**src/rtl/dsp_operand_feeder_if.sv**
```systemverilog
// Upstream operand-pair stream into the DSP operand feeder (valid/ready handshake).
interface dsp_operand_feeder_if #(
  parameter int unsigned WIDTH = 18
) ();
  logic             in_valid;
  logic             in_ready;
  logic [WIDTH-1:0] in_a;
  logic [WIDTH-1:0] in_b;

  modport master (output in_valid, output in_a, output in_b, input in_ready);
  modport slave  (input in_valid, input in_a, input in_b, output in_ready);
endinterface

```
**src/rtl/dsp_operand_feeder.sv**
```systemverilog
// Buffers A/B operand pairs, issues them to the DSP48A1 A/B register stages and
// tracks each issued pair through the M/P pipeline to flag P_in as a valid result.
module dsp_operand_feeder #(
  parameter int unsigned WIDTH   = 18,
  parameter int unsigned DEPTH   = 4,
  parameter int unsigned LATENCY = 3
) (
  input  logic                     CLK,
  input  logic                     RST,
  dsp_operand_feeder_if.slave      up,
  input  logic                     hold,
  output logic [WIDTH-1:0]         A_out,
  output logic [WIDTH-1:0]         B_out,
  output logic                     CEA,
  output logic                     CEB,
  output logic                     CE_PIPE,
  input  logic [2*WIDTH-1:0]       P_in,
  output logic                     res_valid,
  output logic [2*WIDTH-1:0]       res_data,
  output logic [$clog2(DEPTH):0]   count,
  output logic                     busy
);

  localparam int unsigned PtrW = $clog2(DEPTH);
  localparam int unsigned CntW = PtrW + 1;

  logic [WIDTH-1:0]   mem_a_q [DEPTH];
  logic [WIDTH-1:0]   mem_b_q [DEPTH];
  logic [PtrW-1:0]    wr_ptr_q, rd_ptr_q;
  logic [CntW-1:0]    count_q, count_d;
  logic [LATENCY-1:0] tag_q;
  logic [WIDTH-1:0]   a_q, b_q;
  logic               issued_q;
  logic               empty, full, push, issue;

  assign empty = (count_q == '0);
  assign full  = (count_q == CntW'(DEPTH));
  // Reset gating keeps the handshake and status quiet while RST is held.
  assign up.in_ready = !full && !RST;
  assign push  = up.in_valid && up.in_ready;
  assign issue = !empty && !hold;

  always_comb begin
    count_d = count_q;
    unique case ({push, issue})
      2'b10:   count_d = count_q + CntW'(1);
      2'b01:   count_d = count_q - CntW'(1);
      default: count_d = count_q;
    endcase
  end

  // Storage has no reset; the pointers alone define what is valid.
  always_ff @(posedge CLK) begin
    if (push) begin
      mem_a_q[wr_ptr_q] <= up.in_a;
      mem_b_q[wr_ptr_q] <= up.in_b;
    end
  end

  always_ff @(posedge CLK) begin
    if (RST) begin
      wr_ptr_q <= '0;
      rd_ptr_q <= '0;
      count_q  <= '0;
      tag_q    <= '0;
      issued_q <= 1'b0;
      a_q      <= '0;
      b_q      <= '0;
    end else begin
      if (push) begin
        wr_ptr_q <= wr_ptr_q + PtrW'(1);
      end
      if (issue) begin
        rd_ptr_q <= rd_ptr_q + PtrW'(1);
        a_q      <= mem_a_q[rd_ptr_q];
        b_q      <= mem_b_q[rd_ptr_q];
      end
      issued_q <= issue;
      count_q  <= count_d;
      // Tokens move only when the M/P stages advance.
      if (!hold) begin
        tag_q <= (tag_q << 1) | LATENCY'(issue);
      end
    end
  end

  assign A_out     = a_q;
  assign B_out     = b_q;
  assign CEA       = issued_q;
  assign CEB       = issued_q;
  assign CE_PIPE   = !hold;
  assign res_valid = tag_q[LATENCY-1] && !hold && !RST;
  assign res_data  = P_in;
  assign count     = count_q;
  assign busy      = (!empty || (|tag_q) || issued_q) && !RST;

endmodule
```
**src/flat_wrapper.sv**
```systemverilog
// flat-port wrapper written by rule: the top's interface ports become plain ports
module dsp_operand_feeder_flat 
#(
  parameter int unsigned WIDTH   = 18,
  parameter int unsigned DEPTH   = 4,
  parameter int unsigned LATENCY = 3
)
  (CLK, RST, hold, A_out, B_out, CEA, CEB, CE_PIPE, P_in, res_valid, res_data, count, busy, up_in_valid, up_in_a, up_in_b, up_in_ready);
  dsp_operand_feeder_if #(.WIDTH(WIDTH)) up_i ();
  input  logic CLK;
  input  logic RST;
  input  logic hold;
  output logic [WIDTH-1:0] A_out;
  output logic [WIDTH-1:0] B_out;
  output logic CEA;
  output logic CEB;
  output logic CE_PIPE;
  input  logic [2*WIDTH-1:0] P_in;
  output logic res_valid;
  output logic [2*WIDTH-1:0] res_data;
  output logic [$clog2(DEPTH):0] count;
  output logic busy;
  input wire logic [$bits(up_i.in_valid)-1:0] up_in_valid;
  input wire logic [$bits(up_i.in_a)-1:0] up_in_a;
  input wire logic [$bits(up_i.in_b)-1:0] up_in_b;
  output wire logic [$bits(up_i.in_ready)-1:0] up_in_ready;
  assign up_i.in_valid = up_in_valid;
  assign up_i.in_a = up_in_a;
  assign up_i.in_b = up_in_b;
  assign up_in_ready = up_i.in_ready;
  dsp_operand_feeder #(.WIDTH(WIDTH), .DEPTH(DEPTH), .LATENCY(LATENCY)) u_core (.CLK(CLK), .RST(RST), .up(up_i), .hold(hold), .A_out(A_out), .B_out(B_out), .CEA(CEA), .CEB(CEB), .CE_PIPE(CE_PIPE), .P_in(P_in), .res_valid(res_valid), .res_data(res_data), .count(count), .busy(busy));
endmodule
```
**config.mk**
```make
export PLATFORM = sky130hd
export DESIGN_NAME = dsp_operand_feeder_flat
export DESIGN_NICKNAME = d
export VERILOG_FILES = /design/src/rtl/dsp_operand_feeder_if.sv /design/src/rtl/dsp_operand_feeder.sv /design/src/flat_wrapper.sv
export SDC_FILE = /design/constraint.sdc
export NUM_CORES = 1
export LEC_CHECK = 0
export ABC_AREA = 1
export BUFFER_PORTS_ARGS = -buffer_cell sky130_fd_sc_hd__buf_4
export CORE_MARGIN = 4
export CORE_UTILIZATION = 55
export DETAILED_ROUTE_END_ITERATION = 7
export PLACE_DENSITY = 0.79
export SKIP_LAST_GASP = 1
export SLEW_MARGIN = 10
export SYNTH_ARGS = -nofsm -noshare
export SYNTH_HDL_FRONTEND = slang
export SYNTH_SLANG_ARGS = --single-unit
```
**constraint.sdc**
```tcl
create_clock -name CLK -period 3.2 [get_ports CLK]
set_input_delay 0 -clock CLK [delete_from_list [all_inputs] [get_ports CLK]]
set_output_delay 0 -clock CLK [all_outputs]
set_load 0.01 [all_outputs]
```
* After elaboration in Yosys (flattened, before gate mapping)
Memory sizes are Yosys's and may differ from the RTL's. A register that Yosys moved wholly into a read port is not among the register bits.
Index checks and enable logic that the tools add are counted.
Widths: inputs -> output; s select.
** Storage, ports and cells
- Memories :: 2
- Bits in writable memories :: 144
- Flip-flop bits (word level) :: 11
- Logic and storage cells :: 33
- Output and inout bits :: 81
** Cells by class
- $add $sub $neg :: 4
- Muxes and demuxes :: 3
- Equality and inequality tests :: 3
- Reduce and logical (&&, ||, !) cells :: 15
- Bitwise logic cells :: 1
** Memories
- u_core.mem_a_q :: words 4, width 18, read ports 1, clocked after Yosys merged registers in 1, write ports 1, line dsp_operand_feeder.sv:27 : logic [WIDTH-1:0] mem_a_q [DEPTH];
- u_core.mem_b_q :: words 4, width 18, read ports 1, clocked after Yosys merged registers in 1, write ports 1, line dsp_operand_feeder.sv:28 : logic [WIDTH-1:0] mem_b_q [DEPTH];
** Operator list (count)
- $logic_and 1x1->1 :: 6
- $pmux 3 s2 :: 1
- $add 2x1->2 const B :: 2
- $logic_not 1->1 :: 4
- $add 3x1->3 const B :: 1
- $eq 3x3->1 const B :: 1
- $logic_not 3->1 :: 1
- $or 3x1->3 :: 1
- $reduce_or 3->1 :: 1
- $sub 3x1->3 const B :: 1
- $eq 2x1->1 const B :: 1
- $eq 2x2->1 const B :: 1
- $logic_or 1x1->1 :: 2
- $mux 1 :: 2
- $reduce_bool 2->1 :: 1

* Logic depth before layout (Yosys ltp)
Gate-level depths: netlist (run 1).
- Depth in word-level cells :: 6
- Gate-level depth with buffers :: 15

* Worst setup path after synthesis (run 1)
OpenSTA, ideal clock, no wires.
- Kind :: register to register
- From :: reg u_core.count_q[0] (netlist: u_core.count[0])
- To :: mem u_core.mem_a_q[0][0] (enable)
- Path slack :: 539 ps
- Library setup time :: 429 ps
- Buffers on the path :: 0
- Arrival time :: 2231 ps
- Cell stages (with the launch flop) :: 5
- Cells stage by stage :: dfxtp_1 > nor2_4 > nand2_1 > nand3_2 > nor2_1
** On the way
- Longest elaborated chain between the ends :: 6
** RTL lines
- from (decl) :: line dsp_operand_feeder.sv:30 : logic [CntW-1:0] count_q, count_d;
- from (signal assigned) :: line dsp_operand_feeder.sv:79 : count_q <= count_d;
- $eq 3x3->1 :: line dsp_operand_feeder.sv:37 : assign full = (count_q == CntW'(DEPTH));
- $logic_not 1->1 :: line dsp_operand_feeder.sv:39 : assign up.in_ready = !full && !RST;
- $logic_and 1x1->1 :: line dsp_operand_feeder.sv:39
- $logic_and 1x1->1 :: line dsp_operand_feeder.sv:40 : assign push = up.in_valid && up.in_ready;
- $mux 1 :: line dsp_operand_feeder.sv:54 : if (push) begin
- $mux 1 (implied by the code) :: line dsp_operand_feeder.sv:55 : mem_a_q[wr_ptr_q] <= up.in_a;
- to (decl) :: line dsp_operand_feeder.sv:27
No other way between the ends.

* Worst setup path after layout (run 1)
- From :: reg u_core.count_q[0] (netlist: u_core.count[0])
- To :: reg u_core.rd_ptr_q[1]
** On the way
- Longest elaborated chain between the ends :: 3
** RTL lines
- $logic_not 3->1 :: line dsp_operand_feeder.sv:36 : assign empty = (count_q == '0);
- $logic_not 1->1 :: line dsp_operand_feeder.sv:41 : assign issue = !empty && !hold;
- $logic_and 1x1->1 :: line dsp_operand_feeder.sv:41
- to (signal assigned) :: line dsp_operand_feeder.sv:74 : rd_ptr_q <= rd_ptr_q + PtrW'(1);
- to (decl) :: line dsp_operand_feeder.sv:29 : logic [PtrW-1:0] wr_ptr_q, rd_ptr_q;
No other way between the ends.
A chain may end at the register's enable or synchronous reset.

==> results of run 1 <==
[what timing repair did]
action / 4_1_cts / 5_1_grt
hold endpoints to repair: 151 / 0
setup buffers: 0 / 0
endpoints found under the setup margin: 0 / 0
hold buffers: 40 / 0
[worst reg2reg max path, delay by kind of cell, from the launching register on]
family / cells / cell delay [ns]
AO/OA/AOI/OAI: 1 / 0.17
buffers and inverters: 2 / 1.23
flip-flops: 1 / 0.34
AND/OR/NAND/NOR: 4 / 0.45
[synth_stat cells]
cell,n,area share
nand3_1,77,0.046
buf_4,46,0.041
buf_6,4,0.0053
clkbuf_1,1,0.00044
nand4_1,1,0.00074
inv_2,4,0.0018
fa_1,1,0.0024
nor2_4,1,0.0013
ha_1,5,0.0074
o21ai_0,4,0.0024
edfxtp_1,144,0.51
nand2_1,267,0.12
dfxtp_1,47,0.11
a21oi_1,6,0.0036
nor3_1,2,0.0012
nor2_1,74,0.033
nand2_4,1,0.0013
nand2_2,1,0.00074
nand3_2,1,0.0012
buf_8,1,0.0018
a21oi_2,1,0.0010
nor2_2,10,0.0074
buf_2,21,0.012
inv_1,195,0.087
[final cells by class]
type | instances | area (µm²)
Tap cell | 188 | 235
Clock inverter | 14 | 115
Sequential cell | 191 | 5270
Timing Repair Buffer | 135 | 1130
Multi-Input combinational cell | 452 | 1950
Clock buffer | 18 | 429
Fill cell | 1158 | 5270
Inverter | 199 | 747
[final timing paths]
path              slack, ns  depth (start not counted)                          from                              end
setup / recovery       0.95                          7  u_core.count[0]$_SDFFE_PP0P_  u_core.rd_ptr_q[1]$_SDFFE_PP0P_
hold / removal     0.000003                          0                      P_in[25]                     res_data[25]
setup reg to reg       0.95                          7  u_core.count[0]$_SDFFE_PP0P_  u_core.rd_ptr_q[1]$_SDFFE_PP0P_
hold reg to reg        0.48                          2  u_core.tag_q[0]$_SDFFE_PP0N_     u_core.tag_q[0]$_SDFFE_PP0N_
[through the flow]
stage               total power, mW  hold WS (ns)  worst slack (ns)
global route                   7.33     0.0000152             0.798
detailed placement             4.99     0.0000686              1.23
global placement               4.95     0.0000686              1.26
finish                         6.93    0.00000335             0.953
CTS                            6.97     0.0000686             0.997
floorplan                      4.48        0.0486             0.539
[state kept, by name, summed over array words and instances (netlist names), 2 cells and up]
register,flops
u_core.mem_a_q,72
u_core.mem_b_q,72
u_core.A_out,18
u_core.B_out,18
u_core.count,3
u_core.tag_q,3
u_core.rd_ptr_q,2
u_core.wr_ptr_q,2
[power by group]
part / internal, mW / switching, mW
clock network: 1.07 / 0.887
logic: 0.731 / 1.18
registers: 2.94 / 0.127
total: 4.74 / 2.19
[per-layer routing]
metal | GRT usage | up-vias | part of all wire
met4 | 0.0735 | 0 | 0.020
met5 | 0 | - | 0
met1 | 0.225 | 2529 | 0.42
met3 | 0.0427 | 37 | 0.046
li1 | - | 2901 | -
met2 | 0.336 | 123 | 0.51
[cells by family (layout without fill, tap and decap cells)]
kind of cell / after synthesis / count (layout) / share of synthesized area
and+or+nand+nor: 435 / 435 / 0.211
DFF: 191 / 191 / 0.623
buffers and inverters: 272 / 366 / 0.149
adders and majority gates: 6 / 6 / 0.00977
AOI/OAI and AO/OA: 11 / 11 / 0.00696
==> summary.txt, run 1 <==
Cells and area
  – Final nets: 1078
  – Post-route cell area: 9870 µm²
  – Commonest non-fill, non-tap cells in the layout: nand2_1 (267), inv_1 (195), edfxtp_1 (144)
  – Layout area overhead: 16.8%
  – Share of layout cells above drive strength 1: 0.148
  – Layout Utilization: 0.652
  – Commonest non-fill, non-tap cell in the layout: nand2_1
  – Inserted Diodes: 0
  – Finished Layout Cells: 1197

STA
  – Post-route clock skew: 0.00696 ns
  – Max_slew headroom: 0.426
  – Slew @ Worst Pin: 0.861 ns
  – Fmax: 445 MHz
  – Final setup fails: 0
  – Pins Over Slew Limit: 0
  – RSZ-0062 raised after global routing: no
  – Tmin final: 2.25 ns
  – Final Cycle Share: 0.702
  – Setup TNS: 0 ns
  – Final hold vios: 0

Global routing
  – First-pass GRT wire length: 26.5 mm
  – Vias in the first global route: 5534
  – Initial antenna violation count: 0
  – Largest net degree at the start of global routing: 77
  – Overflow after GRT: 0
  – Total GRT Usage: 0.190

Clock network
  – Clk sinks: 191
  – Number of buffers created by CTS: 17
  – Clk_lat worst skew: 0.43 ns
  – Clock tree buffer depth: 2
  – H-tree levels: 4
  – CTS root buf: clkbuf_16
  – Resize count post-CTS: 0
  – Clock slew at reported path FFs: 0.06 ns
  – CTS tree: built

Detailed routing
  – Drt via density: 4.67
  – Post-DR wirelength/cell: 13.5 µm
  – DRT iter0 DRCs: 420
  – Via count: 5590
  – Overall routed net length: 16.2 mm
  – Antenna-violating nets left: 0
  – DR DRC count: 0
  – DRT Pass-1 Iters: 5

Pwr
  – Peak supply drop: 0.000472 V
  – P_leak: 4.64 nW
  – Power per cell area: 702 nW/µm²

Setup path
  – CP Max Fanout: 76
  – CP Cell Sequence: nor2_4 -> nand2_2 -> nand2_4 -> buf_4 -> nand2_1 -> a21oi_1 -> dlygate4sd3_1
  – Worst path max stage delay: 0.67 ns
  – Data arrival, critical path: 2.61 ns
  – CP startpoint kind: register
  – Crit end category: register
  – Critical Path RT: 3.56 ns
  – CP bufs+invs: 2
  – Kind of critical path: reg -> reg
  – Cell family with most CP delay: buffers and inverters
  – Slowest cell on crit path: buf_4

Place
  – Placed cell count: 1125
  – IO buf count: 84
  – Detailed placement HPWL: 9.09 mm
  – GP Congestion: 0.750
  – Placed Instance Area: 8930 µm²

Floorplan
  – FP Rows: 45
  – Ports: 157
  – Chip Width: 132 µm
  – Die Y: 132 µm
  – Core ar.: 15100 µm²
  – Initial core utilization: 0.558
  – Die area: 17400 µm²

Outcome
  – Run status: complete, no violations

Logic synthesis
  – Synthesized instance count: 915
  – Seq/Total Area, Yosys: 0.623
  – Netlist Area Pre-Place: 8450 µm²
  – Post-synthesis register bit count: 191
  – Syn_area_per_cell: 9.24 µm²
  – Ys Warns: 0
  – Synth unique cells: 24
  – Synthesized net count: 997

Flow run
  – Maxcap violations: 0

Hold path
  – Hold crit path type: in -> out
(Power assumes the default switching activity.)
==> run 2, diff against run 1 <==
--- a/config.mk
+++ b/config.mk
@@ -5,10 +5,10 @@
 export SDC_FILE = /design/constraint.sdc
 export NUM_CORES = 1
 export LEC_CHECK = 0
-export ABC_AREA = 1
+export ABC_AREA = 0
 export BUFFER_PORTS_ARGS = -buffer_cell sky130_fd_sc_hd__buf_4
 export CORE_MARGIN = 4
-export CORE_UTILIZATION = 55
+export CORE_UTILIZATION = 54
 export DETAILED_ROUTE_END_ITERATION = 7
 export PLACE_DENSITY = 0.79
 export SKIP_LAST_GASP = 1
==> constraint.sdc (replaced) <==
create_clock -name CLK -period 2.3 [get_ports CLK]
set_input_delay 0 -clock CLK [delete_from_list [all_inputs] [get_ports CLK]]
set_output_delay 0 -clock CLK [all_outputs]
set_load 0.01 [all_outputs]
==> summary.txt, run 2 <==
STA
  – Hold_ws: 0.00000392 ns (+0.000000572 ns)
  – Setup ws final: 0.0977 ns (-0.855 ns)
  – Max_slew headroom: 0.592 (+0.166)
  – Tmin final: 2.20 ns (-0.0450 ns)
  – Pins Over Slew Limit: 0 (unchanged)
  – Slew @ Worst Pin: 0.612 ns (-0.249 ns)
  – Final setup fails: 0 (unchanged)
  – Final hold vios: 0 (unchanged)
  – Fmax: 454 MHz (+2.0%)
  – Final Cycle Share: 0.958 (+0.255)
  – Post-route clock skew: 0.00868 ns (+0.00173 ns)

Clock network
  – Clock slew at reported path FFs: 0.07 ns (about the same)
  – CTS tree: built
  – Clock tree buffer depth: 2 (unchanged)
  – H-tree levels: 4 (unchanged)
  – Number of buffers created by CTS: 17 (unchanged)
  – Clk sinks: 191 (unchanged)
  – Clk_lat worst skew: 0.42 ns (about the same)
  – CTS root buf: clkbuf_16

Cells and area
  – Commonest non-fill, non-tap cells in the layout: edfxtp_1 (144), buf_4 (96), dfxtp_1 (43)
  – Layout area overhead: 22.9%
  – Biggest regs: u_core.mem_a_q x72, u_core.mem_b_q x72
  – Layout Utilization: 0.688 (+0.0363)
  – Post-route cell area: 8790 µm² (-11%)
  – Fillers: 795 (-31%)
  – Share of layout cells above drive strength 1: 0.366 (+0.218)
  – Area of the multi-input gates: 1500 µm² (-23%)
  – Final nets: 556 (-48%)
  – Commonest non-fill, non-tap cell in the layout: edfxtp_1
  – Register area: 5270 µm² (about the same)

Logic synthesis
  – Share of the synthesized area in the top cell type: 0.604 (+0.0926)
  – Ys Warns: 0 (unchanged)
  – Area leader, netlist: edfxtp_1
  – Synthesized instance count: 372 (-59%)
  – Seq/Total Area, Yosys: 0.736 (+0.113)
  – Most frequent cell after synthesis: edfxtp_1
  – Synth unique cells: 30 (+25%)
  – Netlist Area Pre-Place: 7160 µm² (-15%)
  – Syn_area_per_cell: 19.2 µm² (+110%)
  – Number of synthesized flops with an enable pin: 144 (unchanged)
  – Synth cell count leaders: edfxtp_1 (144), dfxtp_1 (47), buf_4 (38)
  – Synth async-reset ratio: 0 (unchanged)
  – Synthesized net count: 454 (-54%)
  – Ys flop type: edfxtp_1
  – Post-synthesis register bit count: 191 (unchanged)
  – Synth area leaders: edfxtp_1 (60%), dfxtp_1 (13%), mux4_2 (11%)

Detailed routing
  – DRT Pass-1 Iters: 6 (+1)
  – Post-DR wirelength/cell: 20.0 µm (+48%)
  – DR DRC count: 0 (unchanged)
  – Drt via density: 5.41 (+16%)
  – Via count: 3568 (-36%)
  – Overall routed net length: 13.2 mm (-19%)
  – Antenna-violating nets left: 0 (unchanged)
  – DR top layer: met4
  – Met3 WL: 733 µm (-0.68%)
  – Wl on met1: 5.46 mm (-20%)
  – DRT iter0 DRCs: 223 (-47%)
  – Met2 WL: 6.66 mm (-20%)

Floorplan
  – FP Rows: 41 (-8.9%)
  – Initial core utilization: 0.560 (+0.00224)
  – Core ar.: 12800 µm² (-16%)
  – Die area: 15200 µm² (-13%)
  – Chip Width: 123 µm (-6.7%)
  – Ports: 157 (unchanged)
  – Die Y: 123 µm (-6.7%)

Pwr
  – Post-layout power: 9.14 mW (+32%)
  – Peak supply drop: 0.000732 V (+55%)
  – Power per cell area: 1040 nW/µm² (+48%)
  – P_leak: 3.14 nW (-32%)

Global routing
  – Largest net degree at the start of global routing: 37 (-52%)
  – Initial antenna violation count: 1 (+1)
  – First-pass GRT wire length: 20.5 mm (-23%)
  – Vias in the first global route: 3819 (-31%)
  – Total GRT Usage: 0.187 (-0.00282)
  – Overflow after GRT: 0 (unchanged)

Hold path
  – Hold crit path type: in -> out

Setup path
  – Kind of critical path: reg -> reg
  – Data arrival, critical path: 2.55 ns (-0.06 ns)
  – Critical Path RT: 2.65 ns (-0.91 ns)
  – CP startpoint kind: register
  – CP Max Fanout: 6 (-92%)
  – Crit end category: register
  – R2R setup slack: 0.1 ns (-0.85 ns)

Place
  – IO buf count: 84 (unchanged)
  – GP Congestion: 0.764 (+1.8%)
  – Detailed placement HPWL: 8.03 mm (-12%)
  – Placed Instance Area: 7770 µm² (-13%)
  – Pre-CTS WS: 0.0305 ns (-1.20 ns)

Flow run
  – Maxcap violations: 0 (unchanged)

Outcome
  – Run status: complete, no violations
[run 2: through the flow]
stage | setup TNS, ns | instances
after detailed placement | 0 | 588
after floorplan | 0 | 372
final | 0 | 660
after global placement | 0 | 588
after CTS | 0 | 659
after global routing | -0.00734 | 660
[run 2: worst max-delay path, cell delays in order (launching register included)]
cell and delay, ns:
dfxtp_1 0.47, or3_4 0.21, nand2_1 0.07, inv_1 0.11, ha_1 0.21, inv_1 0.07
fa_1 0.37, xor2_1 0.16, or3_1 0.32, a21oi_1 0.15
[run 2: metal layers]
layer,vias to the layer above,global-route usage
li1,1634,-
met1,1801,0.238
met2,101,0.303
met3,32,0.0567
met4,0,0.0761
met5,-,0
[run 2: timing repair]
action / 4_1_cts / 5_1_grt
hold buffers: 39 / 0
buffers inserted: 0 / 0
setup endpoints to repair: 0 / 1
hold endpoints to repair: 152 / 0
resized for setup: 0 / 4
[run 2: final cells by class]
| cell class | instances | area share |
|---|---|---|
| multi-input cells | 118 | 0.171 |
| clock buffers | 22 | 0.0552 |
| clock inverters | 10 | 0.0151 |
| well taps | 172 | 0.0245 |
| inverters | 9 | 0.00384 |
| flip-flops and latches | 191 | 0.599 |
| diodes | 1 | 0.000285 |
| repair buffers | 137 | 0.131 |
[run 2: where the power goes]
| part | internal, mW | leakage (nW) | switching, mW |
|---|---|---|---|
| registers | 4.08 | 1.69 | 0.258 |
| clock network | 1.83 | 0.299 | 1.19 |
| logic | 0.981 | 1.15 | 0.802 |
[run 2: cell families after synthesis]
logic type / Yosys count / share of synthesized area
adders and majority gates: 6 / 0.0115
xor gates and xnor gates: 2 / 0.00245
AOI/OAI and AO/OA: 46 / 0.0537
DFF: 191 / 0.736
muxes: 40 / 0.119
and+or+nand+nor: 24 / 0.0198
buffers and inverters: 63 / 0.0577
[run 2: path summary, 6_finish.rpt]
| path | from | to | depth (start not counted) |
|---|---|---|---|
| worst min-delay path | P_in[18] | res_data[18] | 0 |
| worst max register to register | u_core.count[1]$_SDFFE_PP0P_ | u_core.count[2]$_SDFFE_PP0P_ | 9 |
| worst min register to register | u_core.A_out[7]$_SDFFE_PP0P_ | u_core.A_out[7]$_SDFFE_PP0P_ | 1 |
| worst max-delay path | u_core.count[1]$_SDFFE_PP0P_ | u_core.count[2]$_SDFFE_PP0P_ | 9 |
==> run 3, diff against run 2 <==
--- a/config.mk
+++ b/config.mk
@@ -10,7 +10,7 @@
 export CORE_MARGIN = 4
 export CORE_UTILIZATION = 54
 export DETAILED_ROUTE_END_ITERATION = 7
-export PLACE_DENSITY = 0.79
+export PLACE_DENSITY = 0.78
 export SKIP_LAST_GASP = 1
 export SLEW_MARGIN = 10
 export SYNTH_ARGS = -nofsm -noshare
==> summary.txt, run 3 (synthesis gave the netlist of run 2 again) <==
Floorplan
  – Core ar.: 12800 µm² (unchanged)
  – Chip Width: 123 µm (unchanged)
  – Die Y: 123 µm (unchanged)
  – Ports: 157 (unchanged)
  – Die area: 15200 µm² (unchanged)
  – FP Rows: 41 (unchanged)
  – Initial core utilization: 0.560 (unchanged)

Detailed routing
  – DRT Pass-1 Iters: 4 (-2)
  – Drt via density: 5.50 (+1.7%)
  – DRT iter0 DRCs: 263 (+18%)
  – DR DRC count: 0 (unchanged)
  – Antenna-violating nets left: 0 (unchanged)
  – Post-DR wirelength/cell: 20.6 µm (+3.0%)
  – Overall routed net length: 13.5 mm (+2.6%)
  – Via count: 3617 (+1.4%)

Outcome
  – Run status: complete, no violations

Pwr
  – Post-layout power: 9.27 mW (+1.4%)
  – P_leak: 3.15 nW (+0.53%)
  – Power per cell area: 1050 nW/µm² (+0.50%)
  – Peak supply drop: 0.000760 V (+3.8%)

Global routing
  – Total GRT Usage: 0.192 (+0.00534)
  – Overflow after GRT: 0 (unchanged)
  – First-pass GRT wire length: 21.0 mm (+2.3%)
  – Vias in the first global route: 3916 (+2.5%)
  – Largest net degree at the start of global routing: 38 (+2.7%)
  – Initial antenna violation count: 0 (-1)

STA
  – Post-route clock skew: 0.00687 ns (-0.00182 ns)
  – Pins Over Slew Limit: 0 (unchanged)
  – Fmax: 463 MHz (+2.0%)
  – Final Cycle Share: 0.939 (-0.0185)
  – Setup TNS: 0 ns (unchanged)
  – Hold_ws: 0.00000392 ns (-0.00000000244 ns)
  – Final hold vios: 0 (unchanged)
  – Final setup fails: 0 (unchanged)
  – Max_slew headroom: 0.616 (+0.0242)
  – Tmin final: 2.16 ns (-0.0426 ns)
  – Slew @ Worst Pin: 0.571 ns (-0.0408 ns)

Setup path
  – Data arrival, critical path: 2.51 ns (-0.04 ns)
  – Worst Reg-to-Reg Cells: 9 (unchanged)
  – Kind of critical path: reg -> reg
  – Critical Path RT: 2.65 ns (about the same)
  – Crit end category: register
  – Reg2reg end: u_core.count[2]$_SDFFE_PP0P_
  – RR Startpoint: u_core.count[1]$_SDFFE_PP0P_
  – R2R setup slack: 0.14 ns (+0.04 ns)
  – CP startpoint kind: register
  – CP Max Fanout: 6 (unchanged)

Cells and area
  – Final nets: 555 (-0.18%)
  – Biggest regs: u_core.mem_a_q x72, u_core.mem_b_q x72
  – Post-route cell area: 8870 µm² (+0.90%)
  – Commonest non-fill, non-tap cells in the layout: edfxtp_1 (144), buf_4 (90), dfxtp_1 (43)
  – Inserted Diodes: 0 (-1)
  – Share of layout cells above drive strength 1: 0.362 (-0.00336)
  – Fillers: 798 (+0.38%)
  – Commonest non-fill, non-tap cell in the layout: edfxtp_1
  – Layout area overhead: 24.0%
  – Layout Utilization: 0.694 (+0.00617)

Clock network
  – H-tree levels: 4 (unchanged)
  – Clock slew at reported path FFs: 0.06 ns (about the same)
  – Clock tree buffer depth: 2 (unchanged)
  – Number of buffers created by CTS: 17 (unchanged)
  – CTS root buf: clkbuf_16
  – Clk sinks: 191 (unchanged)
  – CTS tree: built
  – Clk_lat worst skew: 0.42 ns (about the same)

Place
  – Detailed placement HPWL: 8.40 mm (+4.7%)
  – Placed Instance Area: 7820 µm² (+0.71%)
  – GP Congestion: 0.765 (+0.13%)
  – IO buf count: 84 (unchanged)

Hold path
  – Hold Path End: res_data[33]
  – Hold path startpoint: P_in[33]
  – Hold crit path type: in -> out
  – Hold Path Depth: 0 (unchanged)

Flow run
  – Maxcap violations: 0 (unchanged)
## run 3: area by class of cell
cell class / instances / area, µm² / share of cell area
Timing Repair Buffer: 136 / 1210 / 0.136
Sequential cell: 191 / 5270 / 0.594
Clock inverter: 12 / 191 / 0.0216
Multi-Input combinational cell: 118 / 1510 / 0.170
Inverter: 9 / 33.8 / 0.00381
Clock buffer: 20 / 447 / 0.0504
Tap cell: 172 / 215 / 0.0243
## run 3: repair_timing
action	in CTS	in global routing
gates resized for setup	1	4
hold endpoints to repair	151	0
gates cloned	0	0
buffers inserted	0	0
hold buffers	39	0
endpoints found under the setup margin	1	1
## run 3: routing by layer
layer	GRT usage	part of all wire	wire length, µm
met1	0.219	0.37	5040
met2	0.327	0.54	7260
met3	0.0576	0.056	758
met4	0.104	0.036	486
met5	0	0	0
## run 3: report_power, final
| part | switching [mW] | leakage [nW] | internal (mW) |
|---|---|---|---|
| Combinational | 0.837 | 1.16 | 1.01 |
| Sequential | 0.239 | 1.69 | 4.08 |
| Clock | 1.16 | 0.305 | 1.95 |
| Total | 2.23 | 3.15 | 7.04 |
## run 3: worst max path at each step
stage / start / end / cells past startpoint
after CTS: u_core.count[2]$_SDFFE_PP0P_ / u_core.count[2]$_SDFFE_PP0P_ / 9
after floorplan: u_core.count[0]$_SDFFE_PP0P_ / u_core.mem_a_q[1][0]$_DFFE_PP_ / 3
after global routing: u_core.count[1]$_SDFFE_PP0P_ / u_core.count[2]$_SDFFE_PP0P_ / 9
after detailed placement: u_core.count[2]$_SDFFE_PP0P_ / u_core.count[2]$_SDFFE_PP0P_ / 9
final: u_core.count[1]$_SDFFE_PP0P_ / u_core.count[2]$_SDFFE_PP0P_ / 9
after global placement: u_core.count[2]$_SDFFE_PP0P_ / u_core.count[2]$_SDFFE_PP0P_ / 9
## run 3: worst max-delay path: stages (launching register included)
cell and delay (ns):
dfxtp_1 0.45, or3_4 0.20, nand2_1 0.08, inv_1 0.11
ha_1 0.20, inv_1 0.07, fa_1 0.37, xor2_1 0.16
or3_1 0.31, a21oi_1 0.14
## run 3: stage by stage
stage | worst slack (ns) | cells
2_1_floorplan | 0.0932 | 372
3_3_place_gp | 0.182 | 587
3_5_place_dp | 0.0331 | 587
4_1_cts | 0.108 | 658
5_1_grt | -0.0113 | 658
6_report | 0.140 | 658
